**src/rtl/video_timing_recovery.sv**
```systemverilog
// Rebuilds h/v coordinates, new_frame and lock status from an incoming DE/HSYNC/VSYNC stream.
// Optional build macro HSYNC_CHECK_EN adds hsync placement checking against the recovered column.
module video_timing_recovery #(
    parameter int ACTIVE_H_PIXELS = 1280,
    parameter int H_FRONT_PORCH   = 110,
    parameter int H_SYNC_WIDTH    = 40,
    parameter int H_BACK_PORCH    = 220,
    parameter int ACTIVE_LINES    = 720,
    parameter int V_FRONT_PORCH   = 5,
    parameter int V_SYNC_WIDTH    = 5,
    parameter int V_BACK_PORCH    = 20,
    parameter int LOCK_FRAMES     = 2,
    localparam int TOTAL_PIXELS   = ACTIVE_H_PIXELS + H_FRONT_PORCH + H_SYNC_WIDTH + H_BACK_PORCH,
    localparam int TOTAL_LINES    = ACTIVE_LINES + V_FRONT_PORCH + V_SYNC_WIDTH + V_BACK_PORCH,
    localparam int HW             = $clog2(TOTAL_PIXELS),
    localparam int VW             = $clog2(TOTAL_LINES)
) (
    input  logic          pixel_clk,
    input  logic          rst,
    input  logic          de_in,
    input  logic          hsync_in,
    input  logic          vsync_in,
    output logic [HW-1:0] h_count,
    output logic [VW-1:0] v_count,
    output logic          active_draw,
    output logic          new_frame,
    output logic          locked,
    output logic          timing_error,
    output logic [1:0]    dbg_state
);

    typedef enum logic [1:0] {
        ST_UNLOCKED = 2'd0,
        ST_CHECKING = 2'd1,
        ST_LOCKED   = 2'd2
    } state_t;

    localparam int CW = $clog2(LOCK_FRAMES + 1);

    localparam logic [HW-1:0] H_LAST       = HW'(TOTAL_PIXELS - 1);
    localparam logic [HW-1:0] H_ACT_LAST   = HW'(ACTIVE_H_PIXELS - 1);
    localparam logic [HW-1:0] H_ACT_END    = HW'(ACTIVE_H_PIXELS);
    localparam logic [VW-1:0] V_LAST       = VW'(TOTAL_LINES - 1);
    localparam logic [VW-1:0] V_ACT        = VW'(ACTIVE_LINES);
    localparam logic [VW-1:0] V_ACT_LAST   = VW'(ACTIVE_LINES - 1);
    localparam logic [CW-1:0] CNT_LOCK     = CW'(LOCK_FRAMES);

    logic [HW-1:0] h_q, h_d;
    logic [VW-1:0] v_q, v_d, v_inc;
    logic          de_q, vs_q;
    logic          armed_q, armed_d;
    logic          te_q, locked_q;
    state_t        state_q, state_d;
    logic [CW-1:0] cnt_q, cnt_d, cnt_inc;

    logic de_rise, de_fall, vs_rise, h_last, frame_start;
    logic viol_a, viol_b, viol_c, viol_d, viol_e, violation;

    always_comb begin
        de_rise     = de_in & ~de_q;
        de_fall     = ~de_in & de_q;
        vs_rise     = vsync_in & ~vs_q;
        h_last      = (h_q == H_LAST);
        v_inc       = (v_q == V_LAST) ? '0 : v_q + VW'(1);
        // A vsync edge coinciding with the DE edge arms and starts the frame at once.
        frame_start = de_rise & (armed_q | vs_rise);

        h_d = h_q + HW'(1);
        v_d = v_q;
        if (de_rise || h_last) begin
            h_d = '0;
            v_d = v_inc;
        end
        if (frame_start) begin
            v_d = '0;
        end

        armed_d = armed_q;
        if (frame_start) begin
            armed_d = 1'b0;
        end else if (vs_rise) begin
            armed_d = 1'b1;
        end
    end

`ifdef HSYNC_CHECK_EN
    localparam logic [HW-1:0] H_SYNC_START = HW'(ACTIVE_H_PIXELS + H_FRONT_PORCH);
    logic hs_q;

    always_ff @(posedge pixel_clk or posedge rst) begin
        if (rst) begin
            hs_q <= 1'b0;
        end else begin
            hs_q <= hsync_in;
        end
    end

    always_comb begin
        viol_e = (hsync_in & ~hs_q) ? (h_d != H_SYNC_START) : (h_d == H_SYNC_START);
    end
`else
    logic unused_hsync;
    assign unused_hsync = hsync_in;
    assign viol_e       = 1'b0;
`endif

    always_comb begin
        viol_a    = de_rise & ~h_last;
        viol_b    = de_fall & (h_q != H_ACT_LAST);
        viol_c    = frame_start & (v_q != V_LAST);
        viol_d    = de_rise & ~frame_start & (v_inc >= V_ACT);
        violation = (state_q != ST_UNLOCKED) & (viol_a | viol_b | viol_c | viol_d | viol_e);
    end

    always_comb begin
        state_d = state_q;
        cnt_d   = cnt_q;
        cnt_inc = cnt_q + CW'(1);
        case (state_q)
            ST_UNLOCKED: begin
                if (frame_start) begin
                    state_d = ST_CHECKING;
                    cnt_d   = '0;
                end
            end
            ST_CHECKING: begin
                if (violation) begin
                    state_d = ST_UNLOCKED;
                    cnt_d   = '0;
                end else if (frame_start) begin
                    cnt_d = cnt_inc;
                    if (cnt_inc == CNT_LOCK) begin
                        state_d = ST_LOCKED;
                    end
                end
            end
            ST_LOCKED: begin
                if (violation) begin
                    state_d = ST_UNLOCKED;
                    cnt_d   = '0;
                end
            end
            default: begin
                state_d = ST_UNLOCKED;
                cnt_d   = '0;
            end
        endcase
    end

    always_ff @(posedge pixel_clk or posedge rst) begin
        if (rst) begin
            h_q      <= '0;
            v_q      <= '0;
            de_q     <= 1'b0;
            vs_q     <= 1'b0;
            armed_q  <= 1'b0;
            te_q     <= 1'b0;
            locked_q <= 1'b0;
            state_q  <= ST_UNLOCKED;
            cnt_q    <= '0;
        end else begin
            h_q      <= h_d;
            v_q      <= v_d;
            de_q     <= de_in;
            vs_q     <= vsync_in;
            armed_q  <= armed_d;
            te_q     <= violation;
            locked_q <= (state_d == ST_LOCKED);
            state_q  <= state_d;
            cnt_q    <= cnt_d;
        end
    end

    assign h_count      = h_q;
    assign v_count      = v_q;
    assign active_draw  = de_q;
    assign timing_error = te_q;
    assign locked       = locked_q;
    assign dbg_state    = state_q;
    assign new_frame    = locked_q & (h_q == H_ACT_END) & (v_q == V_ACT_LAST);

endmodule

```
**config.mk**
```make
export PLATFORM = sky130hd
export DESIGN_NAME = video_timing_recovery
export DESIGN_NICKNAME = d
export VERILOG_FILES = /design/src/rtl/video_timing_recovery.sv
export SDC_FILE = /design/constraint.sdc
export NUM_CORES = 1
export LEC_CHECK = 0
export ABC_AREA = 0
export CORE_MARGIN = 2
export CORE_UTILIZATION = 47
export DETAILED_ROUTE_END_ITERATION = 8
export DONT_BUFFER_PORTS = 1
export GPL_TIMING_DRIVEN = 0
export HOLD_SLACK_MARGIN = 0.02
export SYNTH_ARGS = -nofsm -noshare
export SYNTH_HDL_FRONTEND = slang
export SYNTH_SLANG_ARGS = --single-unit
```
**constraint.sdc**
```tcl
create_clock -name pixel_clk -period 2.2 [get_ports pixel_clk]
set_input_delay 0.33 -clock pixel_clk [delete_from_list [all_inputs] [get_ports pixel_clk]]
set_output_delay 0.33 -clock pixel_clk [all_outputs]
set_load 0.01 [all_outputs]
```
After elaboration in Yosys (flattened, before gate mapping):

Index checks and enable logic that the tools add are counted.

* bits in writable memories: 0
* memories kept: 0
* latch bits: 0
* input port bits: 5
* output and inout bits: 27
* bits in read-only memories: 0
* register bits after elaboration: 30

* add/subtract/negate cells: 3
* mux-type cells: 17
* shift-type cells: 0
* bitwise operators: 21
* divide/modulo/power cells: 0
* reductions and logical operators: 6
* eq/ne operators: 13
* order comparisons: 1
* $mul: 0

Operators with widths (count)
* $mux 10: 3
* $eq 11x11->1 const B: 2
* $eq 10x10->1 const B: 2
* $mux 2: 9
* $and 1x1->1: 12
* $pmux 2 s3: 2
* $add 11x1->11 const B: 1
* $mux 11: 1
* $ne 11x11->1 const B: 1
* $add 10x1->10 const B: 1
* $ge 10x10->1 const B: 1
* $ne 10x10->1 const B: 1
* $eq 2x2->1 const B: 3
* $reduce_bool 2->1: 3
* $not 1->1: 5
* $ne 2x2->1 const B: 2
* $or 1x1->1: 4
* $ne 3x3->1 const B: 1
* $reduce_and 3->1: 1
* $add 2x1->2 const B: 1
* $eq 2x1->1 const B: 1
* $logic_not 2->1: 1
* $mux 1: 2
* $logic_or 1x1->1: 1

Logic depth before layout (Yosys ltp):

* depth after elaboration: 12
* depth in mapped cells: 8

Worst setup path before layout:

Ideal clock, no wire load.

* path kind: reg2reg
* start point: register v_q[0] (netlist: v_count[0])
* end point: register cnt_q[0]
* path slack: -0.050 ns
* arrival: 2.119 ns
* stages on the path, launching flop included: 9
* cell sequence: dfrtp_1 > ha_1 > nand4_1 > nor3_1 > a211oi_1 > a311oi_2 > or2_4 > a21oi_1 > or3_1

* word-level cells in the longest chain between the ends: 8
* elaborated cells between the ends (all ways): 15
* classes of those cells: add/sub (1); order compare (1); eq/ne (4); mux (3); bitwise (5); reduce/logical (1)

Ends and longest elaborated chain
* start, declared: line 49 `logic [VW-1:0] v_q, v_d, v_inc;`
* start signal, assigned: line 163 `v_q <= v_d;`
* $add 10x1->10 or $eq 10x10->1 (tied branches): line 64 `v_inc = (v_q == V_LAST) ? '0 : v_q + VW'(1);`
* $mux 10: line 64
* $ge 10x10->1: line 111 `viol_d = de_rise & ~frame_start & (v_inc >= V_ACT);`
* $and 1x1->1: line 111
* $or 1x1->1 (*): line 112 `violation = (state_q != ST_UNLOCKED) & (viol_a | viol_b | viol_c | viol_d | viol_e);`
* $and 1x1->1 (*): line 112
* $ne 3x3->1 (no line) (tied with other cells)
* $reduce_and 3->1 (no line) or $pmux 2 s3 (tied branches)
* end signal, assigned: line 170 `cnt_q <= cnt_d;`
* end, declared: line 54 `logic [CW-1:0] cnt_q, cnt_d, cnt_inc;`

Every way passes the cells marked *; elsewhere a longest branch is shown, timed or not.
A chain may end at the register's enable or synchronous reset.

Final worst setup path:

* start point: register v_q[2] (netlist: v_count[2])
* end point: register cnt_q[0]

The elaborated chain is that of the path after synthesis.

==> summary.md <==
| Metric | Value |
|---|---|
| Reg-to-Reg Start | `v_count[2]` |
| Yosys reg bits | `30` |
| Synth Flop Type | `dfrtp_1` |
| Ys async rst share | `1.00` |
| Endpoints failing setup | `1` |
| Max Root-Sink Buffers | `2` |
| Final total power | `around 1700 uW` |
| Via density | `a little under 6` |
| Global Route Usage Sum | `0.222` |
| Final ANT Viol Nets | `0` |
| Gate Count Post-Synth | `191` |
| CTS tree | `done` |
| Root Buffer | `clkbuf_8` |
| Post-DP HPWL | `approximately 2800 um` |
| Synth top area cells | `dfrtp_1 (43%), nor2_1 (5.6%), nand3_1 (4.6%)` |
| Critical Path End Type | `flip-flop` |
| Worst hold path class | `in2reg` |
| Mapped cell area | `roughly 1700 um2` |
| Die Y | `64.9 um` |
| Commonest cells after routing, fill and taps aside | `nor2_1 (25), dfrtp_1 (24), nand3_1 (14), buf_4 (14), nand2_1 (12)` |
| PortBufs | `0` |
| Power Dens Cells | `777 nW/um2` |
| Final Hold Vio Count | `0` |
| Startpoint class of the critical path | `flip-flop` |
| Final worst slack | `-0.0291 ns` |
| Starting density of the core | `0.484` |
| Post-synth EDFFs | `0` |
| First-pass GRT wire length | `7200 um` |
| Vias in the first global route | `1527` |
| Leak | `just under 0.0009 uW` |
| Cell Chain, Critical Path | `buf_6 > nand3_4 > nor4_4 > o2111ai_2 > a311oi_2 > or2_4 > a21oi_1 > or3_1` |
| Slew headroom | `0.253` |
| Worst vdd ir | `468 uV` |
| Clock sinks | `30` |
| Vias | `around 1.5k` |
| Layout cell share with drive strength beyond 1 | `0.280` |
| # hold bufs at CTS | `0` |
| Largest net degree at the start of global routing | `31` |
| Reg-to-Reg End | `cnt_q[0]` |
| Max-Cap Viols | `0` |
| Max stage delay on crit path | `roughly 0.41 ns` |
| Final wirelength | `between 4000 and 5000 um` |
| Clk pwr share | `0.277` |
| Clock skew | `approximately 0.011 ns` |
| Num CTS Buffers | `5` |
| Worst path required time | `~2.4 ns` |
| Die area | `between 4000 and 5000 um2` |
| Min-delay src | `de_in` |
| Fillers | `roughly 310` |
| Crit path max fanout | `7` |
| Internal | `~1100 uW` |
| CP arrival | `2.38 ns` |
| RD Place Congestion | `roughly 0.87` |
| Post-placement cell area | `between 1500 and 2000 um2` |
| Synth Area per Inst | `roughly 9.1 um2` |
| Hold Crit Depth | `0` |
| Yosys warns | `0` |
| Worst Reg-to-Reg Cells | `8` |
| Commonest non-fill, non-tap cell in the layout | `nor2_1` |
| Max Transition Viols Final | `0` |
| Seq/Total Area, Yosys | `0.430` |
| H-tree Lvls | `2` |
| Yosys top cell area share | `0.430` |
| Rows | `22` |
| Outcome | `finished, violations left` |
| Biggest area consumer among synthesized cells | `dfrtp_1` |
| Area grow syn2layout | `21.9%` |
| Sw Share | `0.347` |
| Post-Syn Nets | `about 200` |
| Combinational power share | `0.235` |
| Clock Pin Slew Worst Setup and Hold Paths | `0.07 ns` |
| Count of cell types in the netlist | `between 40 and 50` |
| GR Overflow Total | `0` |
| Sequential Power Share | `0.488` |
| Tcrit/Tclk final | `1.01` |
| Sw Pwr | `573 uW` |
| FF-to-FF setup slack | `-0.03 ns` |
| Fin area | `roughly 2100 um2` |
| FMAX | `between 0.4 and 0.5 GHz` |
| Clock latency on the worst-skew pair | `approximately 0.28 ns` |
| CP max stage cell | `dfrtp_1` |
| Nets@finish | `about 220` |
| Slew @ Worst Pin | `1.12 ns` |
| Initial antenna violation count | `0` |
| WHS Endpoint | `active_draw` |
| I/O pin cnt | `32` |
| RSZ-0062 raised after global routing | `yes` |
| WHS | `0.0840 ns` |
| Violated checks | `setup timing` |
| WS Path Type | `reg2reg` |
| Tmin final | `2.23 ns` |
| DR pass1 iterations | `4` |
| Residual DRC | `0` |
| # diodes | `0` |
| WL/cell | `about 16 um` |
| DRT iter0 DRCs | `approximately 100` |
| Die width | `around 65 um` |
| Core area | `between 3000 and 4000 um2` |
critical path: cells and delay by family (launching register included):
kind / cells / cell delay, ns
flip-flops: 1 / 0.41
AO/OA/AOI/OAI: 3 / 0.54
buffers and inverters: 1 / 0.15
AND/OR/NAND/NOR: 4 / 0.99
worst max-delay path by stage:
stage / slack [ns] / startpoint / to
3_5_place_dp: -0.27 / v_count[1] / cnt_q[0]
2_1_floorplan: 0.005 / v_count[1] / cnt_q[0]
3_3_place_gp: -0.27 / v_count[1] / cnt_q[0]
6_report: -0.03 / v_count[2] / cnt_q[0]
4_1_cts: 0.007 / v_count[4] / cnt_q[0]
5_1_grt: -0.13 / v_count[2] / cnt_q[0]
cell usage after synthesis, types with 6 or more instances:
| master | number |
|---|---|
| dfrtp_1 | 30 |
| nand2_1 | 12 |
| ha_1 | 6 |
| nor3_1 | 6 |
| nor2_1 | 26 |
| o21ai_0 | 11 |
| and3_1 | 10 |
| nand3_1 | 16 |
| a21oi_1 | 7 |
kinds of logic after synthesis:
kind of cell | synth area share
XOR/XNOR | 0.0452
flip-flops | 0.430
AND/OR/NAND/NOR | 0.286
AO/OA/AOI/OAI | 0.156
adder cells (fa/ha/maj) | 0.0430
buffers and inverters | 0.0387
cell type report:
| cell class | instances | area, um2 | area share |
|---|---|---|---|
| sequential | 30 | 758 | 0.357 |
| tap | 48 | 60.1 | 0.0283 |
| clock inverter | 2 | 12.5 | 0.00589 |
| clock buffer | 6 | 82.6 | 0.0388 |
| timing repair buffer | 15 | 115 | 0.0541 |
| multi-input combinational | 150 | 1020 | 0.480 |
| buffer | 6 | 58.8 | 0.0277 |
| inverter | 5 | 18.8 | 0.00883 |
metrics by stage:
step	setup TNS [ns]	std cells	utilization	setup WS [ns]
2_1_floorplan	0	191	-	0.00467
4_1_cts	0	261	0.580	0.00666
3_5_place_dp	-0.437	239	0.501	-0.267
3_3_place_gp	-0.352	239	0.501	-0.266
6_report	-0.0291	262	0.590	-0.0291
5_1_grt	-0.209	262	0.590	-0.130
sequential cells by signal (all words and copies together), names as in the netlist:
signal,flops
armed_q,1
h_count,11
v_count,10
vs_q,1
active_draw,1
locked,1
timing_error,1
cnt_q,2
dbg_state,2
what timing repair did:
item / in CTS / in global routing
endpoints found under the setup margin: 3 / 7
gates resized for setup: 17 / 7
setup buffers: 14 / 2
pin swaps: 5 / 5
routing by layer:
metal / wire length [um] / GRT usage / up-vias
met1: 1820 / 0.278 / 739
met5: 0 / 0 / -
met3: 247 / 0.0556 / 8
li1: - / - / 728
met4: 63 / 0.0638 / 0
met2: 2180 / 0.379 / 52
power by group through the flow:
| stage | sequential, uW | combinational (uW) | clock, uW |
|---|---|---|---|
| after global routing | 828 | 438 | 494 |
| after CTS | 800 | 364 | 472 |
| after global placement | 789 | 298 | 0 |
| after detailed placement | 794 | 308 | 0 |
| final | 806 | 388 | 457 |
| after floorplan | 762 | 251 | 0 |
Note: power is estimated with default switching activity, not from simulation.
